===== src/rtl/mem_arb_pkg.sv =====
// Shared types and constants for the two-port mem_system arbiter.
package mem_arb_pkg;

    typedef enum logic [2:0] {
        IDLE  = 3'd0,
        ISSUE = 3'd1,
        WAIT  = 3'd2,
        RESP  = 3'd3,
        ERR   = 3'd4
    } arb_state_e;

    localparam logic PORT_I = 1'b0;
    localparam logic PORT_D = 1'b1;

    localparam int DEF_AW = 16;
    localparam int DEF_DW = 16;

endpackage


===== src/rtl/mem_arbiter_if.sv =====
// Requester-side and mem_system-side signals of the arbiter; master = arbiter, slave = environment.
interface mem_arbiter_if
    import mem_arb_pkg::*;
#(
    parameter int AW = DEF_AW,
    parameter int DW = DEF_DW
);
    logic          i_rd;
    logic [AW-1:0] i_addr;
    logic [DW-1:0] i_data_out;
    logic          i_done;
    logic          i_stall;
    logic          i_hit;

    logic          d_rd;
    logic          d_wr;
    logic [AW-1:0] d_addr;
    logic [DW-1:0] d_data_in;
    logic [DW-1:0] d_data_out;
    logic          d_done;
    logic          d_stall;
    logic          d_hit;

    logic          createdump;
    logic [AW-1:0] mem_addr;
    logic [DW-1:0] mem_data_in;
    logic          mem_rd;
    logic          mem_wr;
    logic          mem_createdump;
    logic [DW-1:0] mem_data_out;
    logic          mem_done;
    logic          mem_stall;
    logic          mem_hit;
    logic          mem_err;
    logic          err;

    modport master (
        input  i_rd, i_addr, d_rd, d_wr, d_addr, d_data_in, createdump,
               mem_data_out, mem_done, mem_stall, mem_hit, mem_err,
        output i_data_out, i_done, i_stall, i_hit,
               d_data_out, d_done, d_stall, d_hit,
               mem_addr, mem_data_in, mem_rd, mem_wr, mem_createdump, err
    );

    modport slave (
        output i_rd, i_addr, d_rd, d_wr, d_addr, d_data_in, createdump,
               mem_data_out, mem_done, mem_stall, mem_hit, mem_err,
        input  i_data_out, i_done, i_stall, i_hit,
               d_data_out, d_done, d_stall, d_hit,
               mem_addr, mem_data_in, mem_rd, mem_wr, mem_createdump, err
    );

endinterface


===== src/rtl/arb_rr_pick.sv =====
// Combinational two-input round-robin picker: on a tie the port not granted last wins.
module arb_rr_pick
    import mem_arb_pkg::*;
(
    input  logic [1:0] req,
    input  logic       last_grant,
    output logic       gnt_valid,
    output logic       gnt_id
);

    always_comb begin
        gnt_valid = |req;
        gnt_id    = PORT_I;
        if (req == 2'b11) begin
            gnt_id = ~last_grant;
        end else if (req[PORT_D]) begin
            gnt_id = PORT_D;
        end
    end

endmodule


===== src/rtl/mem_arbiter.sv =====
// Shares one mem_system between the fetch port and the data port, one request at a time.
// Optional WAIT watchdog enabled by defining ARB_TIMEOUT_EN.
module mem_arbiter
    import mem_arb_pkg::*;
#(
    parameter int TIMEOUT_CYCLES = 64,
    parameter int AW             = DEF_AW,
    parameter int DW             = DEF_DW
) (
    input  logic          clk,
    input  logic          rst,
    mem_arbiter_if.master bus
);

    arb_state_e    state_q, state_d;
    logic          owner_q, last_grant_q, is_wr_q, hit_q;
    logic [AW-1:0] addr_q;
    logic [DW-1:0] wdata_q, rdata_q;

    logic [1:0]    req;
    logic          gnt_valid, gnt_id;
    logic          timed_out;
    logic          rd_pulse, wr_pulse, i_done_c, d_done_c, i_stall_c, d_stall_c, err_c;

    assign req = {bus.d_rd | bus.d_wr, bus.i_rd};

    arb_rr_pick u_pick (
        .req        (req),
        .last_grant (last_grant_q),
        .gnt_valid  (gnt_valid),
        .gnt_id     (gnt_id)
    );

`ifdef ARB_TIMEOUT_EN
    localparam int CNT_W = (TIMEOUT_CYCLES > 255) ? $clog2(TIMEOUT_CYCLES + 1) : 8;
    logic [CNT_W-1:0] wait_cnt_q;

    always_ff @(posedge clk) begin
        if (rst || state_q == ISSUE) begin
            wait_cnt_q <= '0;
        end else if (state_q == WAIT) begin
            wait_cnt_q <= wait_cnt_q + 1'b1;
        end
    end

    // Fires in the last permitted WAIT cycle so ERR follows exactly TIMEOUT_CYCLES WAIT cycles.
    assign timed_out = (wait_cnt_q == CNT_W'(TIMEOUT_CYCLES - 1));
`else
    assign timed_out = 1'b0;
`endif

    always_ff @(posedge clk) begin
        if (rst) begin
            state_q      <= IDLE;
            owner_q      <= PORT_I;
            last_grant_q <= PORT_D;
            is_wr_q      <= 1'b0;
            hit_q        <= 1'b0;
            addr_q       <= '0;
            wdata_q      <= '0;
            rdata_q      <= '0;
        end else begin
            state_q <= state_d;
            if (state_q == IDLE && state_d == ISSUE) begin
                owner_q      <= gnt_id;
                last_grant_q <= gnt_id;
                is_wr_q      <= (gnt_id == PORT_D) && bus.d_wr;
                addr_q       <= (gnt_id == PORT_D) ? bus.d_addr : bus.i_addr;
                wdata_q      <= (gnt_id == PORT_D) ? bus.d_data_in : '0;
            end
            if (state_q == WAIT && state_d == RESP) begin
                rdata_q <= bus.mem_data_out;
                hit_q   <= bus.mem_hit;
            end
        end
    end

    always_comb begin
        state_d = state_q;
        case (state_q)
            IDLE: begin
                if (bus.d_rd && bus.d_wr) begin
                    state_d = ERR;
                end else if (gnt_valid) begin
                    state_d = ISSUE;
                end
            end
            ISSUE: state_d = WAIT;
            WAIT: begin
                if (bus.mem_err) begin
                    state_d = ERR;
                end else if (bus.mem_done) begin
                    state_d = RESP;
                end else if (timed_out) begin
                    state_d = ERR;
                end
            end
            RESP:    state_d = IDLE;
            ERR:     state_d = ERR;
            default: state_d = IDLE;
        endcase
    end

    always_comb begin
        rd_pulse = 1'b0;
        wr_pulse = 1'b0;
        i_done_c = 1'b0;
        d_done_c = 1'b0;
        err_c    = 1'b0;
        case (state_q)
            ISSUE: begin
                rd_pulse = ~is_wr_q;
                wr_pulse = is_wr_q;
            end
            RESP: begin
                i_done_c = (owner_q == PORT_I);
                d_done_c = (owner_q == PORT_D);
            end
            ERR:     err_c = 1'b1;
            default: ;
        endcase
        i_stall_c = (req[PORT_I] & ~i_done_c) | err_c;
        d_stall_c = (req[PORT_D] & ~d_done_c) | err_c;
    end

    assign bus.mem_rd         = rd_pulse;
    assign bus.mem_wr         = wr_pulse;
    assign bus.mem_addr       = addr_q;
    assign bus.mem_data_in    = wdata_q;
    assign bus.mem_createdump = bus.createdump;
    assign bus.i_done         = i_done_c;
    assign bus.d_done         = d_done_c;
    assign bus.i_hit          = i_done_c & hit_q;
    assign bus.d_hit          = d_done_c & hit_q;
    assign bus.i_stall        = i_stall_c;
    assign bus.d_stall        = d_stall_c;
    assign bus.i_data_out     = rdata_q;
    assign bus.d_data_out     = rdata_q;
    assign bus.err            = err_c;

    // mem_stall carries no information the Done handshake does not already give.
    logic unused_ok;
    assign unused_ok = bus.mem_stall ^ (TIMEOUT_CYCLES == 0);

endmodule


===== src/flat_wrapper.sv =====
// flat-port wrapper written by rule: the top's interface ports become plain ports
module mem_arbiter_flat import mem_arb_pkg::*;
#(
    parameter int TIMEOUT_CYCLES = 64,
    parameter int AW             = DEF_AW,
    parameter int DW             = DEF_DW
)
  (clk, rst, bus_i_rd, bus_i_addr, bus_d_rd, bus_d_wr, bus_d_addr, bus_d_data_in, bus_createdump, bus_mem_data_out, bus_mem_done, bus_mem_stall, bus_mem_hit, bus_mem_err, bus_i_data_out, bus_i_done, bus_i_stall, bus_i_hit, bus_d_data_out, bus_d_done, bus_d_stall, bus_d_hit, bus_mem_addr, bus_mem_data_in, bus_mem_rd, bus_mem_wr, bus_mem_createdump, bus_err);
  mem_arbiter_if #(.AW(AW), .DW(DW)) bus_i ();
  input  logic clk;
  input  logic rst;
  input wire logic [$bits(bus_i.i_rd)-1:0] bus_i_rd;
  input wire logic [$bits(bus_i.i_addr)-1:0] bus_i_addr;
  input wire logic [$bits(bus_i.d_rd)-1:0] bus_d_rd;
  input wire logic [$bits(bus_i.d_wr)-1:0] bus_d_wr;
  input wire logic [$bits(bus_i.d_addr)-1:0] bus_d_addr;
  input wire logic [$bits(bus_i.d_data_in)-1:0] bus_d_data_in;
  input wire logic [$bits(bus_i.createdump)-1:0] bus_createdump;
  input wire logic [$bits(bus_i.mem_data_out)-1:0] bus_mem_data_out;
  input wire logic [$bits(bus_i.mem_done)-1:0] bus_mem_done;
  input wire logic [$bits(bus_i.mem_stall)-1:0] bus_mem_stall;
  input wire logic [$bits(bus_i.mem_hit)-1:0] bus_mem_hit;
  input wire logic [$bits(bus_i.mem_err)-1:0] bus_mem_err;
  output wire logic [$bits(bus_i.i_data_out)-1:0] bus_i_data_out;
  output wire logic [$bits(bus_i.i_done)-1:0] bus_i_done;
  output wire logic [$bits(bus_i.i_stall)-1:0] bus_i_stall;
  output wire logic [$bits(bus_i.i_hit)-1:0] bus_i_hit;
  output wire logic [$bits(bus_i.d_data_out)-1:0] bus_d_data_out;
  output wire logic [$bits(bus_i.d_done)-1:0] bus_d_done;
  output wire logic [$bits(bus_i.d_stall)-1:0] bus_d_stall;
  output wire logic [$bits(bus_i.d_hit)-1:0] bus_d_hit;
  output wire logic [$bits(bus_i.mem_addr)-1:0] bus_mem_addr;
  output wire logic [$bits(bus_i.mem_data_in)-1:0] bus_mem_data_in;
  output wire logic [$bits(bus_i.mem_rd)-1:0] bus_mem_rd;
  output wire logic [$bits(bus_i.mem_wr)-1:0] bus_mem_wr;
  output wire logic [$bits(bus_i.mem_createdump)-1:0] bus_mem_createdump;
  output wire logic [$bits(bus_i.err)-1:0] bus_err;
  assign bus_i.i_rd = bus_i_rd;
  assign bus_i.i_addr = bus_i_addr;
  assign bus_i.d_rd = bus_d_rd;
  assign bus_i.d_wr = bus_d_wr;
  assign bus_i.d_addr = bus_d_addr;
  assign bus_i.d_data_in = bus_d_data_in;
  assign bus_i.createdump = bus_createdump;
  assign bus_i.mem_data_out = bus_mem_data_out;
  assign bus_i.mem_done = bus_mem_done;
  assign bus_i.mem_stall = bus_mem_stall;
  assign bus_i.mem_hit = bus_mem_hit;
  assign bus_i.mem_err = bus_mem_err;
  assign bus_i_data_out = bus_i.i_data_out;
  assign bus_i_done = bus_i.i_done;
  assign bus_i_stall = bus_i.i_stall;
  assign bus_i_hit = bus_i.i_hit;
  assign bus_d_data_out = bus_i.d_data_out;
  assign bus_d_done = bus_i.d_done;
  assign bus_d_stall = bus_i.d_stall;
  assign bus_d_hit = bus_i.d_hit;
  assign bus_mem_addr = bus_i.mem_addr;
  assign bus_mem_data_in = bus_i.mem_data_in;
  assign bus_mem_rd = bus_i.mem_rd;
  assign bus_mem_wr = bus_i.mem_wr;
  assign bus_mem_createdump = bus_i.mem_createdump;
  assign bus_err = bus_i.err;
  mem_arbiter #(.TIMEOUT_CYCLES(TIMEOUT_CYCLES), .AW(AW), .DW(DW)) u_core (.clk(clk), .rst(rst), .bus(bus_i));
endmodule

===== config.mk =====
export PLATFORM = sky130hd
export DESIGN_NAME = mem_arbiter_flat
export DESIGN_NICKNAME = d
export VERILOG_FILES = /design/src/rtl/mem_arb_pkg.sv /design/src/rtl/mem_arbiter_if.sv /design/src/rtl/arb_rr_pick.sv /design/src/rtl/mem_arbiter.sv /design/src/flat_wrapper.sv
export SDC_FILE = /design/constraint.sdc
export NUM_CORES = 1
export LEC_CHECK = 0
export CAP_MARGIN = 15
export CORE_ASPECT_RATIO = 0.9
export CORE_MARGIN = 5
export CORE_UTILIZATION = 55
export CTS_CLUSTER_SIZE = 12
export DETAILED_ROUTE_END_ITERATION = 8
export DONT_BUFFER_PORTS = 1
export PLACE_DENSITY = 0.73
export SLEW_MARGIN = 15
export SYNTH_ARGS = -nofsm -noshare
export SYNTH_HDL_FRONTEND = slang
export SYNTH_SLANG_ARGS = --single-unit
export TNS_END_PERCENT = 30

===== constraint.sdc =====
create_clock -name clk -period 1.4 [get_ports clk]
set_input_delay 0.28 -clock clk [delete_from_list [all_inputs] [get_ports clk]]
set_output_delay 0.28 -clock clk [all_outputs]
set_load 0.02 [all_outputs]

### After elaboration in Yosys (flattened, before gate mapping)

Cells that the tools add are included.

| word-level totals | value |
|---|---|
| register bits after elaboration | 55 |
| bits of input ports | 74 |
| output and inout port bits | 74 |
| word-level logic and storage cells | 47 |

| cells by class | value |
|---|---|
| equality and inequality tests | 7 |
| muxes and demuxes | 14 |
| bitwise operators | 12 |
| reductions and logical operators | 6 |

Operators with widths:

| kind | number |
|---|---|
| 2-to-1 mux 16 bit | 2 |
| 2-to-1 mux 3 bit | 4 |
| one-hot mux 3 bit (4 select lines) | 1 |
| == test 3 x 2 -> 1 bit (second input constant) | 3 |
| 2-to-1 mux 1 bit | 7 |
| == test 3 x 1 -> 1 bit (second input constant) | 2 |
| inverter 1 bit | 5 |
| bitwise AND 1 bit | 4 |
| logical AND 1 bit | 4 |
| == test 3 bit (second input constant) | 1 |
| zero test 3 bit | 1 |
| bitwise OR 1 bit | 3 |
| == test 2 bit (second input constant) | 1 |
| OR reduction 2 bit | 1 |

### Logic depth before layout (Yosys ltp)

| logic depth | value |
|---|---|
| depth in word-level cells | 7 |
| gate-level depth with buffers | 6 |

### Cells and area by module

From an unflattened synthesis, not the netlist that was laid out.

| unflattened totals | value |
|---|---|
| cell total of the unflattened synthesis | 290 |
| area, all modules | 2613.8 µm² |

By module, submodules not included:

| module | instances | cells each | area an instance (µm²) | sequential area each (µm²) |
|---|---|---|---|---|
| mem_arbiter | 1 | 288 | 2600.0 | 1101.1 |
| arb_rr_pick | 1 | 2 | 13.8 | 0.0 |

### Worst setup path after synthesis

Ideal clock, no wire load.

| path | value |
|---|---|
| path kind | register to output |
| start | register u_core.state_q[2] |
| end | output bus_d_stall |
| arrival time | 1.565 ns |
| slack | -0.445 ns |
| cell stages (with the launch flop) | 4 |
| buffers on the path | 1 |
| path through | dfxtp_1 > clkbuf_1 > and4b_1 > o21ai_0 |

| on the way | value |
|---|---|
| word-level cells in the longest chain between the ends | 5 |

Ends and longest elaborated chain:

| element | line | source |
|---|---|---|
| start: declaration | mem_arbiter.sv:15 | `arb_state_e state_q, state_d;` |
| start signal: assignment | mem_arbiter.sv:63 | `state_q <= state_d;` |
| == test 3 x 2 -> 1 bit | mem_arbiter.sv:110 | `case (state_q)` |
| 2-to-1 mux 1 bit | mem_arbiter.sv:110 |  |
| net bus_d_done | flat_wrapper.sv:29 | `output wire logic [$bits(bus_i.d_done)-1:0] bus_d_done;` |
| inverter 1 bit | mem_arbiter.sv:123 | `d_stall_c = (req[PORT_D] & ~d_done_c) \| err_c;` |
| bitwise AND 1 bit | mem_arbiter.sv:123 |  |
| bitwise OR 1 bit | mem_arbiter.sv:123 |  |
| end: declaration | flat_wrapper.sv:30 | `output wire logic [$bits(bus_i.d_stall)-1:0] bus_d_stall;` |

The timed path passes the listed nets, and every way through them passes these cells.

### Worst setup path in the final report

| path | value |
|---|---|
| start | register u_core.state_q[1] |
| end | output bus_d_stall |

| on the way | value |
|---|---|
| word-level cells in the longest chain between the ends | 5 |

Ends and longest elaborated chain:

| element | line |
|---|---|
| == test 3 x 2 -> 1 bit | mem_arbiter.sv:110 |
| 2-to-1 mux 1 bit | mem_arbiter.sv:110 |
| inverter 1 bit | mem_arbiter.sv:123 |
| bitwise AND 1 bit | mem_arbiter.sv:123 |
| bitwise OR 1 bit * | mem_arbiter.sv:123 |

Every way passes the cells marked *; elsewhere a longest branch is shown, timed or not.

==> results.toml <==
[setup_path]
max_stage_delay_ns = 0.36
r2r_end = "u_core.bus.mem_addr[6]$_SDFFE_PP0P_"
r2r-start = "u_core.state_q[2]$_SDFF_PP0_"
end_kind = "output pin"
worst-setup-path-type = "reg -> out"
r2r_setup_slack_ns = -0.12
cpLargestDelayFamily = "flip-flops"
reg2reg_depth = 6
critical_path.slowest_cell = "dfxtp_4"
worstPathArrival_ns = 1.30
cp_cell_sequence = "buf_8 > and4b_2 > o21ai_4"
path_buf_inv = 1
cp.required_ns = 1.12
cp_max_fo = 8
worst_setup_path_start_kind = "flip-flop"

[clock_network]
clock_path_buffers = 2
cts_tree = "yes"
htreeDepth = 2
ctsHoldBuffers = 0
clkLatencyLatePin_ns = 0.30
cts_sinks = 55
cts-buffers-inserted = 5
clk_root_buffer_cell = "clkbuf_8"
clk_pin_slew_ns = 0.09

[timing]
rsz0062_at_grt = "yes"
finalSetupViolCount = 61
fin_crit_sh_pct = 113
fin_crit_ns = 1.58
fmax_mhz = 632
final.setup.tns_ns = -6.03
finalWorstSetupSlack_ns = -0.183
worstMarginPinSlew_ns = 0.637
finalMaxSlewViolations = 0
slew_headroom_pct = 57.5
timing_hold_violations_final = 0
fin_skew_ns = 0.00664
whs_ns = 0.0356

[layout]
nets = 360
fin_cells = 351
fin_util_pct = 65.0
area_growth_pct = 14.9
drive_above_1_share_pct = 36.0
num_antenna_cells = 0

[logic_synthesis]
synthesis.nets = 367
yosysTopAreaCellShare_pct = 40.5
synth-edff-count = 0
synth_async_sr_flop_share_pct = 0
syn_area_per_cell_um2 = 9.28
synthMostInstantiatedCell = "dfxtp_1"
ys_warn_count = 0
syn_inst = 293
seq_area_frac_synth_pct = 40.5
synth_ff_type = "dfxtp_1"
yosysTopAreaCell = "dfxtp_1"
netlist_area_mm2 = 0.00272
synth_cell_types = 37
synth-seq-cells = 55
synth_common_cells = "55 x dfxtp_1, 42 x a21oi_1, 19 x buf_4, 19 x o21ai_0, 19 x o21ai_1"
synth_area_leaders = "dfxtp_1 40%, a21oi_1 7.7%, mux2i_1 6.3%"

[worst_hold_path]
worstHoldPathCells = 1
holdCritStartpoint = "rst"
min_to = "u_core.bus.mem_addr[3]$_SDFFE_PP0P_"
min_path_type = "in -> reg"

[power]
powerDensity_mw_per_mm2 = 1300
cellLeakagePower_uw = 0.00107
ir_drop_mv = 0.846

[grt]
grt_max_degree = 56
grt_use_met3_pct = 7.50
grtUsageMet2_pct = 30.7
grt_usage_pct = 19.4
grtUsageMet1_pct = 24.2
grt_pass1_vias = 2086
antenna_found_initial = 0
grt_pass1_wl_um = 10400
grt_busiest_layer = "met2"
grt-ovfl-total = 0

[run_status]
violations = "setup timing"
outcome = "finished, violations left"

[detailed_routing]
wl_um = 6920
via_per_inst = 6.30
wire_per_inst_um = 19.7
num_vias = 2212
dr.pass1.iters = 5
drt-initial-drc-count = 109
drc = 0
postRouteAntennaNets = 0

[floorplanning]
io_pins = 148
core_mm2 = 0.00480
dieWidth_um = 84.1
fp.dieH_um = 76.7
initial_core_util_pct = 56.6
die-area_mm2 = 0.00645
row_count = 24

[placed_design]
port_buffers = 0
place_congestion = 0.763
hpwl_um = 4500
dp.cells = 331

[job]
cap_violations = 0
## cell families (layout without fill, tap and decap cells)
logic type	Yosys count	count (layout)	share of synthesized area, %
compound gates	111	111	27.7
simple gates	57	57	13.2
flops	55	55	40.5
buf+inv	52	45	12.0
mux	17	17	6.26
fa+ha+maj	1	1	0.368
## what timing repair did
action	4_1_cts	5_1_grt
resized for setup	20	38
pin swaps	9	31
endpoints found under the hold margin	0	0
gates cloned	0	4
setup buffers	5	4
setup endpoints to repair	18	62
## stage by stage
stage,power (µW),setup WS (ns),cell area [µm²]
after floorplan,2800,-0.0456,2800
after global placement,2910,0.00748,2760
after detailed placement,2940,-0.00974,2760
after CTS,3870,-0.194,2930
after global routing,4260,-0.241,3120
final,4040,-0.183,3120
## layout make-up
cell class / count / area (µm²)
Tap cell: 65 / 81.3
Timing Repair Buffer: 35 / 407
Fill cell: 399 / 1680
Clock inverter: 1 / 5.00
Inverter: 3 / 13.8
Clock buffer: 6 / 82.6
Multi-Input combinational cell: 186 / 1420
Sequential cell: 55 / 1110
## power by group
part	switching, µW	internal (µW)	total [µW]
clock	482	390	872
combinational	591	585	1180
sequential	283	1710	2000
## layout by cell type, fill, tap and decap left out, types with 2 or more instances in the layout
| master | instances |
|---|---|
| nand4_1 | 16 |
| buf_6 | 7 |
| inv_1 | 2 |
| buf_12 | 5 |
| o21ai_2 | 17 |
| nor3_1 | 3 |
| a211oi_2 | 14 |
| a21oi_1 | 41 |
| a211oi_1 | 2 |
| nand3_1 | 18 |
| o21ai_1 | 20 |
| dfxtp_4 | 3 |
| nor2_1 | 4 |
| mux2i_1 | 17 |
| buf_4 | 17 |
| buf_8 | 3 |
| and2_4 | 2 |
| a21oi_2 | 11 |
| clkbuf_16 | 2 |
| clkbuf_8 | 6 |
| dfxtp_1 | 52 |
## worst max path at each step
stage                                                    endpoint  cells after the start                          from
after detailed placement    u_core.bus.d_data_out[2]$_SDFFE_PP0P_                      4  u_core.state_q[0]$_SDFF_PP0_
after global placement      u_core.bus.d_data_out[3]$_SDFFE_PP0P_                      4  u_core.state_q[0]$_SDFF_PP0_
after global routing                                    bus_d_hit                      3  u_core.state_q[2]$_SDFF_PP0_
after CTS                                               bus_d_hit                      3  u_core.state_q[2]$_SDFF_PP0_
final                                                 bus_d_stall                      3  u_core.state_q[1]$_SDFF_PP0_
after floorplan           u_core.bus.mem_data_in[10]$_SDFFE_PP0P_                      6                      bus_d_rd
## flip-flops by register name, indices dropped and copies added, names as in the netlist
register and cells:
u_core.last_grant_q 1, u_core.hit_q 1, u_core.bus.mem_data_in 16, u_core.state_q 3
u_core.owner_q 1, u_core.bus.d_data_out 16, u_core.is_wr_q 1, u_core.bus.mem_addr 16
## routing by layer
| metal | routed length, µm | vias to the layer above | share of wire, % |
|---|---|---|---|
| met2 | 3310 | 83 | 48 |
| li1 | - | 1049 | - |
| met5 | 0 | - | 0 |
| met4 | 97 | 0 | 1.4 |
| met1 | 2940 | 1072 | 43 |
| met3 | 572 | 8 | 8.3 |
Note: power is estimated with default switching activity, not from simulation.
